[config.mk]
export PLATFORM = sky130hd
export DESIGN_NAME = clock_time_keeper
export DESIGN_NICKNAME = d
export VERILOG_FILES = /design/src/rtl/clock_time_keeper.sv
export SDC_FILE = /design/constraint.sdc
export NUM_CORES = 1
export LEC_CHECK = 0
export CAP_MARGIN = 30
export CORE_MARGIN = 2
export CORE_UTILIZATION = 40
export CTS_CLUSTER_DIAMETER = 30
export CTS_CLUSTER_SIZE = 8
export DETAILED_ROUTE_END_ITERATION = 16
export SYNTH_ARGS = -nofsm -noshare
export SYNTH_HDL_FRONTEND = slang
export SYNTH_SLANG_ARGS = --single-unit
[constraint.sdc]
create_clock -name clk -period 4.3 [get_ports clk]
set_input_delay 0.86 -clock clk [delete_from_list [all_inputs] [get_ports clk]]
set_output_delay 0.86 -clock clk [all_outputs]
set_load 0.02 [all_outputs]
[src/rtl/clock_time_keeper.sv]
// HH:MM:SS BCD time keeper with RUN/SET_H/SET_M/SET_S edit FSM for a 6-digit display.
// time_bcd has zero added latency; disp_mask/point_n lag by one clock; key pulses are never stalled.
module clock_time_keeper #(
    parameter int CLK_FREQ   = 50_000_000,
    parameter int BLINK_HALF = 25_000_000
) (
    input  logic        clk,
    input  logic        rst_n,
    input  logic        key_mode,
    input  logic        key_inc,
    output logic [23:0] time_bcd,
    output logic [5:0]  disp_mask,
    output logic [5:0]  point_n,
    output logic        sec_tick
);
    localparam int PW = (CLK_FREQ > 1) ? $clog2(CLK_FREQ) : 1;
    localparam int BW = (BLINK_HALF > 1) ? $clog2(BLINK_HALF) : 1;
    localparam logic [PW-1:0] PRE_MAX  = PW'(CLK_FREQ - 1);
    localparam logic [PW-1:0] PRE_HALF = PW'(CLK_FREQ / 2);
    localparam logic [BW-1:0] BLK_MAX  = BW'(BLINK_HALF - 1);
    localparam logic [5:0]    PTS_ON   = 6'b101011;

    typedef enum logic [1:0] {RUN, SET_H, SET_M, SET_S} state_t;

    state_t        state;
    logic [PW-1:0] presc;
    logic [BW-1:0] blink_cnt;
    logic          blink_ph;
    logic [3:0]    h1, h0, m1, m0, s1, s0;

    logic [3:0] s0_inc, s1_inc, m0_inc, m1_inc, h0_inc, h1_inc;
    logic       s_carry, m_carry, h_wrap;
    logic [5:0] mask_next, pts_next;

    assign time_bcd = {h1, h0, m1, m0, s1, s0};

    // Each field increments with its own wrap; carries are only applied in RUN.
    assign s0_inc  = (s0 == 4'd9) ? 4'd0 : s0 + 4'd1;
    assign s1_inc  = (s0 != 4'd9) ? s1 : ((s1 == 4'd5) ? 4'd0 : s1 + 4'd1);
    assign s_carry = (s0 == 4'd9) && (s1 == 4'd5);
    assign m0_inc  = (m0 == 4'd9) ? 4'd0 : m0 + 4'd1;
    assign m1_inc  = (m0 != 4'd9) ? m1 : ((m1 == 4'd5) ? 4'd0 : m1 + 4'd1);
    assign m_carry = (m0 == 4'd9) && (m1 == 4'd5);
    assign h_wrap  = (h1 == 4'd2) && (h0 == 4'd3);
    assign h0_inc  = (h_wrap || h0 == 4'd9) ? 4'd0 : h0 + 4'd1;
    assign h1_inc  = h_wrap ? 4'd0 : ((h0 == 4'd9) ? h1 + 4'd1 : h1);

    always_comb begin
        mask_next = 6'b111111;
        if (blink_ph) begin
            case (state)
                SET_H:   mask_next = 6'b001111;
                SET_M:   mask_next = 6'b110011;
                SET_S:   mask_next = 6'b111100;
                default: mask_next = 6'b111111;
            endcase
        end
    end

    assign pts_next = (state == RUN && presc >= PRE_HALF) ? 6'b111111 : PTS_ON;

    always_ff @(posedge clk or negedge rst_n) begin
        if (!rst_n) begin
            state     <= RUN;
            presc     <= '0;
            blink_cnt <= '0;
            blink_ph  <= 1'b0;
            {h1, h0, m1, m0, s1, s0} <= 24'h000000;
            disp_mask <= 6'b111111;
            point_n   <= PTS_ON;
            sec_tick  <= 1'b0;
        end else begin
            sec_tick <= 1'b0;
            case (state)
                RUN: begin
                    if (presc == PRE_MAX) begin
                        presc    <= '0;
                        sec_tick <= 1'b1;
                        s0       <= s0_inc;
                        s1       <= s1_inc;
                        if (s_carry) begin
                            m0 <= m0_inc;
                            m1 <= m1_inc;
                            if (m_carry) begin
                                h0 <= h0_inc;
                                h1 <= h1_inc;
                            end
                        end
                    end else begin
                        presc <= presc + 1'b1;
                    end
                    // Entering set mode restarts the second from zero.
                    if (key_mode) begin
                        state <= SET_H;
                        presc <= '0;
                    end
                end
                SET_H: begin
                    presc <= '0;
                    if (key_mode) state <= SET_M;
                    else if (key_inc) begin
                        h0 <= h0_inc;
                        h1 <= h1_inc;
                    end
                end
                SET_M: begin
                    presc <= '0;
                    if (key_mode) state <= SET_S;
                    else if (key_inc) begin
                        m0 <= m0_inc;
                        m1 <= m1_inc;
                    end
                end
                SET_S: begin
                    presc <= '0;
                    if (key_mode) state <= RUN;
                    else if (key_inc) begin
                        s0 <= s0_inc;
                        s1 <= s1_inc;
                    end
                end
                default: state <= RUN;
            endcase

            // Any key activity restarts the blink so the edited field shows at once.
            if (state == RUN || key_mode || key_inc) begin
                blink_cnt <= '0;
                blink_ph  <= 1'b0;
            end else if (blink_cnt == BLK_MAX) begin
                blink_cnt <= '0;
                blink_ph  <= ~blink_ph;
            end else begin
                blink_cnt <= blink_cnt + 1'b1;
            end

            disp_mask <= mask_next;
            point_n   <= pts_next;
        end
    end
endmodule

==> impl_metrics.py, run 1 <==
metrics = {
    "critical_path": {
        "crit_fanout": 11,
        "rr_worst_depth": 8,
        "reg2reg_from": "state[0]$_DFFE_PN0P_",
        "crit_path_end_kind": "flip-flop",
        "critPathKind": "primary input to flip-flop",
        "r2r-end": "h1[0]$_DFFE_PN0P_",
        "required_ns": 4.54,
        "worst_ep_arrival_time_ns": 2.94,
        "crit_start": "key_mode",
        "regToRegSetupSlack_ns": 1.66,
        "startpoint_type": "primary input",
    },
    "yosys": {
        "ys.flop_type": "dfrtp_1",
        "yosys-top-cells-count": "dfrtp_1 (80), nor2_1 (75), nand2_1 (34)",
        "async_reset_ff_share_pct": 100,
        "ys_ff_latch": 83,
        "synth_top_area_cell": "dfrtp_1",
        "synthesis.area_sq_um": 4280,
        "yosysUniqueCellTypes": 54,
        "synth-edff-count": 0,
        "synthMostInstantiatedCell": "dfrtp_1",
        "synth_seq_area_share_pct": 48.7,
        "synth_area_leaders": "dfrtp_1 (47%), nor2_1 (6.6%), xnor2_1 (6.4%), xor2_1 (4.9%), ha_1 (3.2%)",
        "syn_area_per_cell_sq_um": 9.78,
        "yosys_warnings": 0,
        "syn_inst": 437,
        "yosysTopAreaCellShare_pct": 46.8,
    },
    "grt": {
        "grt_pass1_wl_mm": 14.2,
        "met2_usage_pct": 25.4,
        "globalRouteMet3Util_pct": 3.69,
        "grt_pass1_vias": 2983,
        "antenna_found_initial": 0,
        "top_usage_layer": "met2",
        "met1_usage_pct": 19.9,
        "track_usage_pct": 15.4,
        "grt_max_degree": 57,
        "grt_overflow": 0,
    },
    "clock_network": {
        "post_cts_buffers": 0,
        "clk_pin_slew_worst_paths_ns": 0.08,
        "clock_latency_ns": 0.35,
        "cts_hold_buf": 0,
        "clockRootBuffer": "clkbuf_8",
        "cts_tree": "done",
        "numCtsBuffers": 9,
        "htree_levels": 3,
        "cts_buffer_depth": 2,
        "cts.sinks": 83,
        "cts_resized": 0,
    },
    "finish": {
        "fin_util_pct": 47.7,
        "synthToLayoutAreaGrowth_pct": 15.7,
        "diodes": 0,
        "final_nets": 484,
        "final_cell_count_no_fill": 610,
        "drive_above_1_share_pct": 9.92,
    },
    "pwr": {
        "power_density_nw_per_um2": 500,
        "peakVddDrop_mv": 0.263,
        "p_leak_nw": 1.97,
    },
    "routing": {
        "wl_per_cell_um": 13.1,
        "drc": 0,
        "ant_nets": 0,
        "finalWirelength_mm": 8.01,
        "vias": 3040,
        "dr.pass1.iters": 4,
        "viasPerCell": 4.98,
        "drt_iter0_drc": 87,
    },
    "floorplanning": {
        "boundaryPins": 41,
        "dieArea_sq_um": 11500,
        "initial_utilization_pct": 41.2,
        "die_x_um": 107,
        "die_height_um": 107,
        "core_area_sq_um": 10400,
        "rows": 37,
    },
    "placement": {
        "dp.final_hpwl_mm": 5.60,
        "gp_congestion": 0.764,
        "dpl.cell_count": 594,
        "io_buffers": 36,
    },
    "run": {
        "cap_violations": 0,
    },
    "outcome": {
        "status": "complete, no violations",
    },
    "timing": {
        "report.final.setup_viol": 0,
        "max_freq_mhz": 370,
        "rsz0062_at_grt": "false",
        "relSlewSlack_pct": 41.5,
        "setup_tns_ns": 0,
        "period_needed_ns": 2.70,
        "hold_viol_final": 0,
        "fin_crit_sh_pct": 62.8,
        "tightest_slew_ns": 0.878,
        "slew_viol_final": 0,
        "skew_ns": 0.00995,
    },
    "min_path": {
        "hold_class": "primary input to async pin",
    },
}
-- kinds of logic (layout without fill, tap and decap cells) --
kind of cell | count (synthesis) | count (layout) | share of synthesized area, %
muxes | 9 | 9 | 2.37
buffers and inverters | 42 | 76 | 4.42
adders and majority gates | 11 | 11 | 3.22
other | 1 | 4 | 0.0877
DFF | 83 | 83 | 48.7
and+or+nand+nor | 203 | 203 | 24.8
AOI/OAI and AO/OA | 33 | 33 | 5.18
xor gates and xnor gates | 55 | 55 | 11.3
-- cells in the final DEF (no fill, tap or decap), types with 2 or more instances in the layout --
master | Yosys | routed
ha_1 | 11 | 11
or2_2 | 2 | 2
dfstp_2 | 3 | 3
bufinv_16 | 0 | 2
and4_2 | 2 | 2
nor3b_1 | 2 | 2
nor4b_1 | 2 | 2
o31ai_1 | 2 | 2
or3_1 | 3 | 3
xor2_1 | 24 | 24
xnor2_1 | 31 | 31
nor3_1 | 7 | 7
and3_1 | 4 | 4
nand2_1 | 34 | 34
a21oi_1 | 9 | 9
clkbuf_1 | 10 | 2
clkdlybuf4s50_1 | 0 | 35
o21ai_0 | 11 | 11
clkinv_2 | 0 | 2
nand2b_1 | 3 | 3
conb_1 | 1 | 4
nor2b_1 | 6 | 6
inv_1 | 23 | 23
clkbuf_8 | 0 | 9
and4b_1 | 2 | 2
nand4_1 | 15 | 15
mux2_2 | 9 | 9
dfrtp_1 | 80 | 80
nand3_1 | 23 | 23
nor2_1 | 75 | 75
and4_1 | 2 | 2
nor4_1 | 8 | 8
-- through the flow --
step                      instance area, sq um  power (mW)  hold slack, ns  worst slack (ns)
after floorplan                           4290        1.57           0.434              1.90
after global placement                    4710        1.87           0.469              1.28
after detailed placement                  4740        1.90           0.479              1.24
after CTS                                 4950        2.51           0.433              1.62
after global routing                      4950        2.65           0.436              1.36
final                                     4950        2.47           0.425              1.60
-- state kept, by name, summed over array words and instances (netlist names) --
register	cells
m0	4
s0	4
s1	4
m1	4
blink_cnt	25
presc	26
point_n	1
h1	4
state	2
sec_tick	1
disp_mask	3
blink_ph	1
h0	4
-- worst max-delay path: stages --
cell,delay [ns]
clkdlybuf4s50_1,0.48
nand2b_1,0.23
mux2_2,0.30
nor4_1,0.18
a21oi_1,0.28
nor2b_1,0.25
mux2_2,0.35
-- per-layer routing --
metal	wire (um)	vias up
met4	119	0
met1	3760	1477
met5	0	-
met3	245	7
met2	3890	32
li1	-	1524
-- worst max-delay path by stage --
stage	endpoint	slack, ns
final	h1[0]$_DFFE_PN0P_	1.60
after global routing	h1[0]$_DFFE_PN0P_	1.36
after CTS	h1[0]$_DFFE_PN0P_	1.62
after detailed placement	h1[0]$_DFFE_PN0P_	1.24
after global placement	h1[1]$_DFFE_PN0P_	1.28
after floorplan	h1[0]$_DFFE_PN0P_	1.90
-- where the power goes --
part	internal [mW]	switching, mW
Sequential	0.895	0.152
Combinational	0.379	0.440
Clock	0.326	0.279
Total	1.60	0.872
-- final cells by class --
class	instances	area, sq um
Timing Repair Buffer	37	385
Multi-Input combinational cell	315	2020
Clock inverter	5	77.6
Tap cell	136	170
Inverter	23	86.3
Fill cell	977	5420
Clock buffer	11	131
Sequential cell	83	2080
(Power assumes the default switching activity.)
==> run 2: changes to the inputs <==
==> constraint.sdc (replaced) <==
create_clock -name clk -period 2.5 [get_ports clk]
set_input_delay 0.5 -clock clk [delete_from_list [all_inputs] [get_ports clk]]
set_output_delay 0.5 -clock clk [all_outputs]
set_load 0.02 [all_outputs]
==> run 2 against run 1 <==
- core utilization rose by 1.1 points
- setup slack got worse by 1.5 ns
- largest power group unchanged
- highest routed layer unchanged
- sequential share of layout area decreased by 0.93 points
- worst hold slack got worse by 0.33 ns
- global-route usage grew 0.057 points
- cell area increased by 2.3%
- clock-buffer cell count fell by 1
- via count up 1.5%
- register-to-register slack got worse by 1.5 ns
==> impl_metrics.py, run 2 (synthesized netlist as in run 1, its figures left out) <==
metrics = {
    "grt": {
        "track_usage_pct": 15.5,
        "grt_pass1_vias": 2969,
        "antenna_found_initial": 0,
        "grt_max_degree": 47,
        "grt_overflow": 0,
        "grt_pass1_wl_mm": 14.2,
    },
    "clock_network": {
        "cts_tree": "done",
        "clk_pin_slew_worst_paths_ns": 0.10,
        "post_cts_buffers": 0,
        "cts.sinks": 83,
        "cts_hold_buf": 0,
        "cts_resized": 0,
        "clock_latency_ns": 0.36,
        "htree_levels": 3,
        "numCtsBuffers": 9,
        "clockRootBuffer": "clkbuf_8",
        "cts_buffer_depth": 2,
    },
    "placement": {
        "dp.final_hpwl_mm": 5.83,
        "io_buffers": 36,
        "gp_congestion": 0.765,
    },
    "timing": {
        "relSlewSlack_pct": 60.4,
        "hold_viol_final": 0,
        "fin_crit_sh_pct": 95.5,
        "skew_ns": 0.0164,
        "period_needed_ns": 2.39,
        "slew_viol_final": 0,
        "report.final.setup_viol": 0,
        "max_freq_mhz": 419,
        "rsz0062_at_grt": "false",
        "tightest_slew_ns": 0.587,
        "setup_tns_ns": 0,
    },
    "critical_path": {
        "regToRegSetupSlack_ns": 0.11,
        "worstPathBufferInverterCount": 0,
        "rr_worst_depth": 5,
        "cp_slowest_cell": "or4_4",
        "r2r-end": "m1[1]$_DFFE_PN0P_",
        "cp_slowest_stage_delay_ns": 0.56,
        "crit_fanout": 4,
        "critPathKind": "flip-flop to flip-flop",
        "worst_ep_arrival_time_ns": 2.64,
        "crit_family": "simple AND/OR/NAND/NOR gates",
        "required_ns": 2.75,
        "crit_chain": "nor4_4, nand4_2, or4_4, a211oi_2, mux2_2",
        "crit_path_end_kind": "flip-flop",
        "reg2reg_from": "presc[8]$_DFF_PN0_",
        "startpoint_type": "flip-flop",
    },
    "floorplanning": {
        "core_area_sq_um": 10400,
        "die_x_um": 107,
        "die_height_um": 107,
        "boundaryPins": 41,
        "rows": 37,
        "dieArea_sq_um": 11500,
        "initial_utilization_pct": 41.2,
    },
    "finish": {
        "largest_reg_flops": 26,
        "drive_above_1_share_pct": 12.5,
        "layout_commonest_cell": "dfrtp_1",
        "fin_util_pct": 48.8,
        "diodes": 0,
        "synthToLayoutAreaGrowth_pct": 18.3,
        "top_regs": "presc x26, blink_cnt x25",
        "final_nets": 497,
        "top_register": "presc",
        "most-common-layout-cells": "dfrtp_1 (80), nor2_1 (75), clkdlybuf4s50_1 (35)",
    },
    "routing": {
        "finalWirelength_mm": 8.24,
        "viasPerCell": 4.95,
        "vias": 3086,
        "dr.pass1.iters": 5,
        "wl_per_cell_um": 13.2,
        "drt_iter0_drc": 133,
        "drc": 0,
        "ant_nets": 0,
    },
    "pwr": {
        "p_leak_nw": 2.04,
        "power_density_nw_per_um2": 860,
        "peakVddDrop_mv": 0.449,
    },
    "outcome": {
        "status": "complete, no violations",
    },
    "run": {
        "cap_violations": 0,
    },
    "min_path": {
        "hold_class": "primary input to async pin",
    },
}
==> run 2: changes by cell type in the layout (fill, tap and decap cells not counted) <==
cell	delta
clkinv_2	-1
buf_4	+12
clkbuf_1	-1
buf_16	-1
buf_12	+2
clkinv_4	+2
==> run 2: stage by stage <==
step	area [sq um]	worst slack [ns]	hold slack, ns	power [mW]	cells
after floorplan	4290	0.101	0.204	2.71	440
after global placement	4840	0.108	0.468	3.30	607
after detailed placement	4840	0.0738	0.479	3.33	607
after CTS	5060	0.117	0.105	4.41	623
after global routing	5060	0.0124	0.123	4.63	623
final	5060	0.112	0.0964	4.35	623
==> run 2: area by class of cell <==
type | instances | area (sq um)
repair buffers | 50 | 488
well taps | 136 | 170
inverters | 23 | 86.3
multi-input cells | 315 | 2020
clock buffers | 10 | 128
fillers | 976 | 5310
flip-flops and latches | 83 | 2080
clock inverters | 6 | 90.1
==> run 2: power breakdown <==
part	total, mW	switching (mW)	leakage, nW	internal [mW]
Combinational	1.50	0.793	0.829	0.709
Clock	1.07	0.500	0.106	0.565
Sequential	1.78	0.246	1.10	1.54
Total	4.35	1.54	2.04	2.81
==> run 2: worst max-delay path by stage <==
| stage | startpoint | end | slack (ns) | cells past startpoint |
|---|---|---|---|---|
| 2_1_floorplan | h1[0]$_DFFE_PN0P_ | h1[0]$_DFFE_PN0P_ | 0.10 | 7 |
| 3_3_place_gp | key_mode | m1[1]$_DFFE_PN0P_ | 0.11 | 7 |
| 3_5_place_dp | key_mode | m1[1]$_DFFE_PN0P_ | 0.07 | 7 |
| 4_1_cts | presc[8]$_DFF_PN0_ | m1[1]$_DFFE_PN0P_ | 0.12 | 5 |
| 5_1_grt | presc[10]$_DFF_PN0_ | m1[1]$_DFFE_PN0P_ | 0.01 | 5 |
| 6_report | presc[8]$_DFF_PN0_ | m1[1]$_DFFE_PN0P_ | 0.11 | 5 |
==> run 2: layer usage <==
metal  track usage (%)  routed length [um]  vias to the layer above
met2              24.1                3890                       35
met1              21.0                4060                     1489
li1                  -                   -                     1558
met5                 0                   0                        -
met4              5.77                  66                        0
met3              3.63                 225                        4
==> edit, RTL diff (flow settings as in run 1) <==
Reset style: synchronous (`rst_n`), changed in one clocked block.
--- a/src/rtl/clock_time_keeper.sv
+++ b/src/rtl/clock_time_keeper.sv
@@ -60,5 +60,5 @@
     assign pts_next = (state == RUN && presc >= PRE_HALF) ? 6'b111111 : PTS_ON;
 
-    always_ff @(posedge clk or negedge rst_n) begin
+    always_ff @(posedge clk) begin
         if (!rst_n) begin
             state     <= RUN;
Behaviour: differs if rst_n is asserted again (counterexample within 4 cycles, from zero or initial values and one cycle with rst_n low); with rst_n held inactive, the same outputs for 10 cycles.
==> edit against run 1 <==
  * Sequential cell count is the same
  * Sequential share of layout area shrank 7.0 points
  * Utilization shrank 1.4 points
  * Synthesized cell count up 10%
  * Setup slack better by 99 ps
  * Area after synthesis is 2.6% lower
  * Die area shrank 2.5%
  * Wire length grew 3.1%
  * Cell count up 6.2%
  * Final area decreased by 4.2%
  * Critical path type unchanged
Power is not compared: it rests on default switching activity, and its combinational part moved more than twofold at a synthesized area within 25%.
==> edit: results (changes against run 1) <==
status: complete, no violations
Clock Skew: 9.08 ps (-0.873 ps)
clk root buf: clkbuf_8
cells after synthesis: 482 (+10%)
Via-to-Cell Ratio: 5.06 (+1.6%)
largest net degree at the start of global routing: 26 (-54%)
First-pass DRT Iterations: 4 (unchanged)
largest cells by area after synthesis: dfxtp_1 (40%), xnor2_1 (7.6%), nor2_1 (6.3%)
top cells by count, synth: dfxtp_1 (83), nor2_1 (70), xnor2_1 (36)
Routed WL: 8260 um (+3.1%)
diodes inserted: 0 (unchanged)
max_cap viols: 0 (unchanged)
H-tree depth: 3 (unchanged)
clk buf depth: 2 (unchanged)
Crit Path Max Fanout: 25 (+14)
Yosys cell types: 63 (+17%)
Final nets: 523 (+8.1%)
Rel. slew slack: 44.6% (+3.1 points)
Inst Count DP: 632 (+6.4%)
Num CTS Buffers: 9 (unchanged)
initial antenna violation count: 0 (unchanged)
Buffers on Ports: 36 (unchanged)
Hold Crit Start: blink_cnt[0]$_SDFF_PP0_
Synth Warn #: 0 (unchanged)
Crit path arrival time: 2890 ps (-50 ps)
number of global-route vias before repair: 2965 (-0.60%)
Max VDD drop: 128 uV
internal power: 1060 uW
drt initial violations: 93 (+6.9%)
GPL Wtd Cong: 0.789 (+3.4%)
Worst Hold Class: flop to flop
fraction of layout cells with a size suffix above 1: 5.86% (-4.1 points)
PostCTS Resize Cnt: 0 (unchanged)
Critical path origin: rst_n
sequential share of the synthesized area: 39.9% (-8.8 points)
fillers: 1021 (+4.5%)
top flop regs: presc x26, blink_cnt x25
GRT Util Overall: 15.2% (-0.19 points)
reg-to-reg startpoint: s0[2]$_SDFFE_PN0P_
Reg clk slew, reported paths: 80 ps (about the same)
first-pass GRT wire length: 14000 um (-1.5%)
post-CTS setup buffers: 0 (unchanged)
Synth Flop Type: dfxtp_1
post-DP HPWL: 5810 um (+3.7%)
Layout Cells excl Fill: 648 (+6.2%)
Clock Latency Late Sink: 360 ps
LEAKAGE: 0.00147 uW
Post-synth ARST share: 0% (-100 points)
-- edit: changes by cell type after synthesis, moves of 7 or more --
cell,before,now
mux2i_1,0,8
xor2_1,24,12
dfrtp_1,80,0
nand3b_1,1,8
or3_1,3,10
mux2_2,9,0
dfxtp_1,0,83
-- edit: stage by stage --
step                worst slack [ps]  util, %  hold WS (ps)  instance area, um2  total power [uW]
finish                          1700     46.3           449                4740              1470
global route                    1510     46.3           473                4740              1540
CTS                             1690     46.3           445                4740              1490
detailed placement              1300     44.7           433                4570               985
global placement                1380     44.5           419                4560               978
floorplan                       2080        -           406                4180               945
-- edit: power by group through the flow --
stage	sequential, uW	combinational [uW]	clock [uW]
floorplan	822	123	0
global placement	817	160	0
detailed placement	818	167	0
CTS	800	167	525
global route	803	183	553
finish	800	165	506
-- edit: worst max-delay path, stage by stage --
cell and delay, ps:
clkdlybuf4s50_1 730, nand2b_1 160, or4_1 900, nor2_1 240
-- edit: worst paths after layout --
check                        endpoint  slack (ps)  depth (start not counted)
max          blink_cnt[18]$_SDFF_PP0_        1700                          4
min           blink_cnt[0]$_SDFF_PP0_         450                          1
max reg2reg        m1[3]$_SDFFE_PN0P_        1970                          5
min reg2reg   blink_cnt[0]$_SDFF_PP0_         450                          1
-- edit: layout make-up --
cell class	count	share of cell area (%)
clock buffer	11	2.98
clock inverter	5	0.607
inverter	24	1.90
multi-input combinational	351	47.8
sequential	83	35.0
tap	136	3.59
timing repair buffer	38	8.07
-- edit: cell families (layout without fill, tap and decap cells) --
family / Yosys count / count (layout) / synth area share (%)
buf+inv: 51 / 78 / 5.92
fa+ha+maj: 12 / 12 / 3.61
simple gates: 217 / 217 / 27.9
flops: 83 / 83 / 39.9
mux: 8 / 8 / 1.92
other cells: 1 / 4 / 0.0901
xor+xnor: 48 / 48 / 10.1
compound gates: 62 / 62 / 10.6
-- edit: layer usage --
layer | vias to the layer above | global-route usage, % | part of all wire (%)
met5 | - | 0 | 0
met4 | 0 | 6.48 | 1.4
met3 | 9 | 3.19 | 3.1
met2 | 42 | 24.7 | 45
met1 | 1506 | 19.6 | 50
li1 | 1723 | - | -
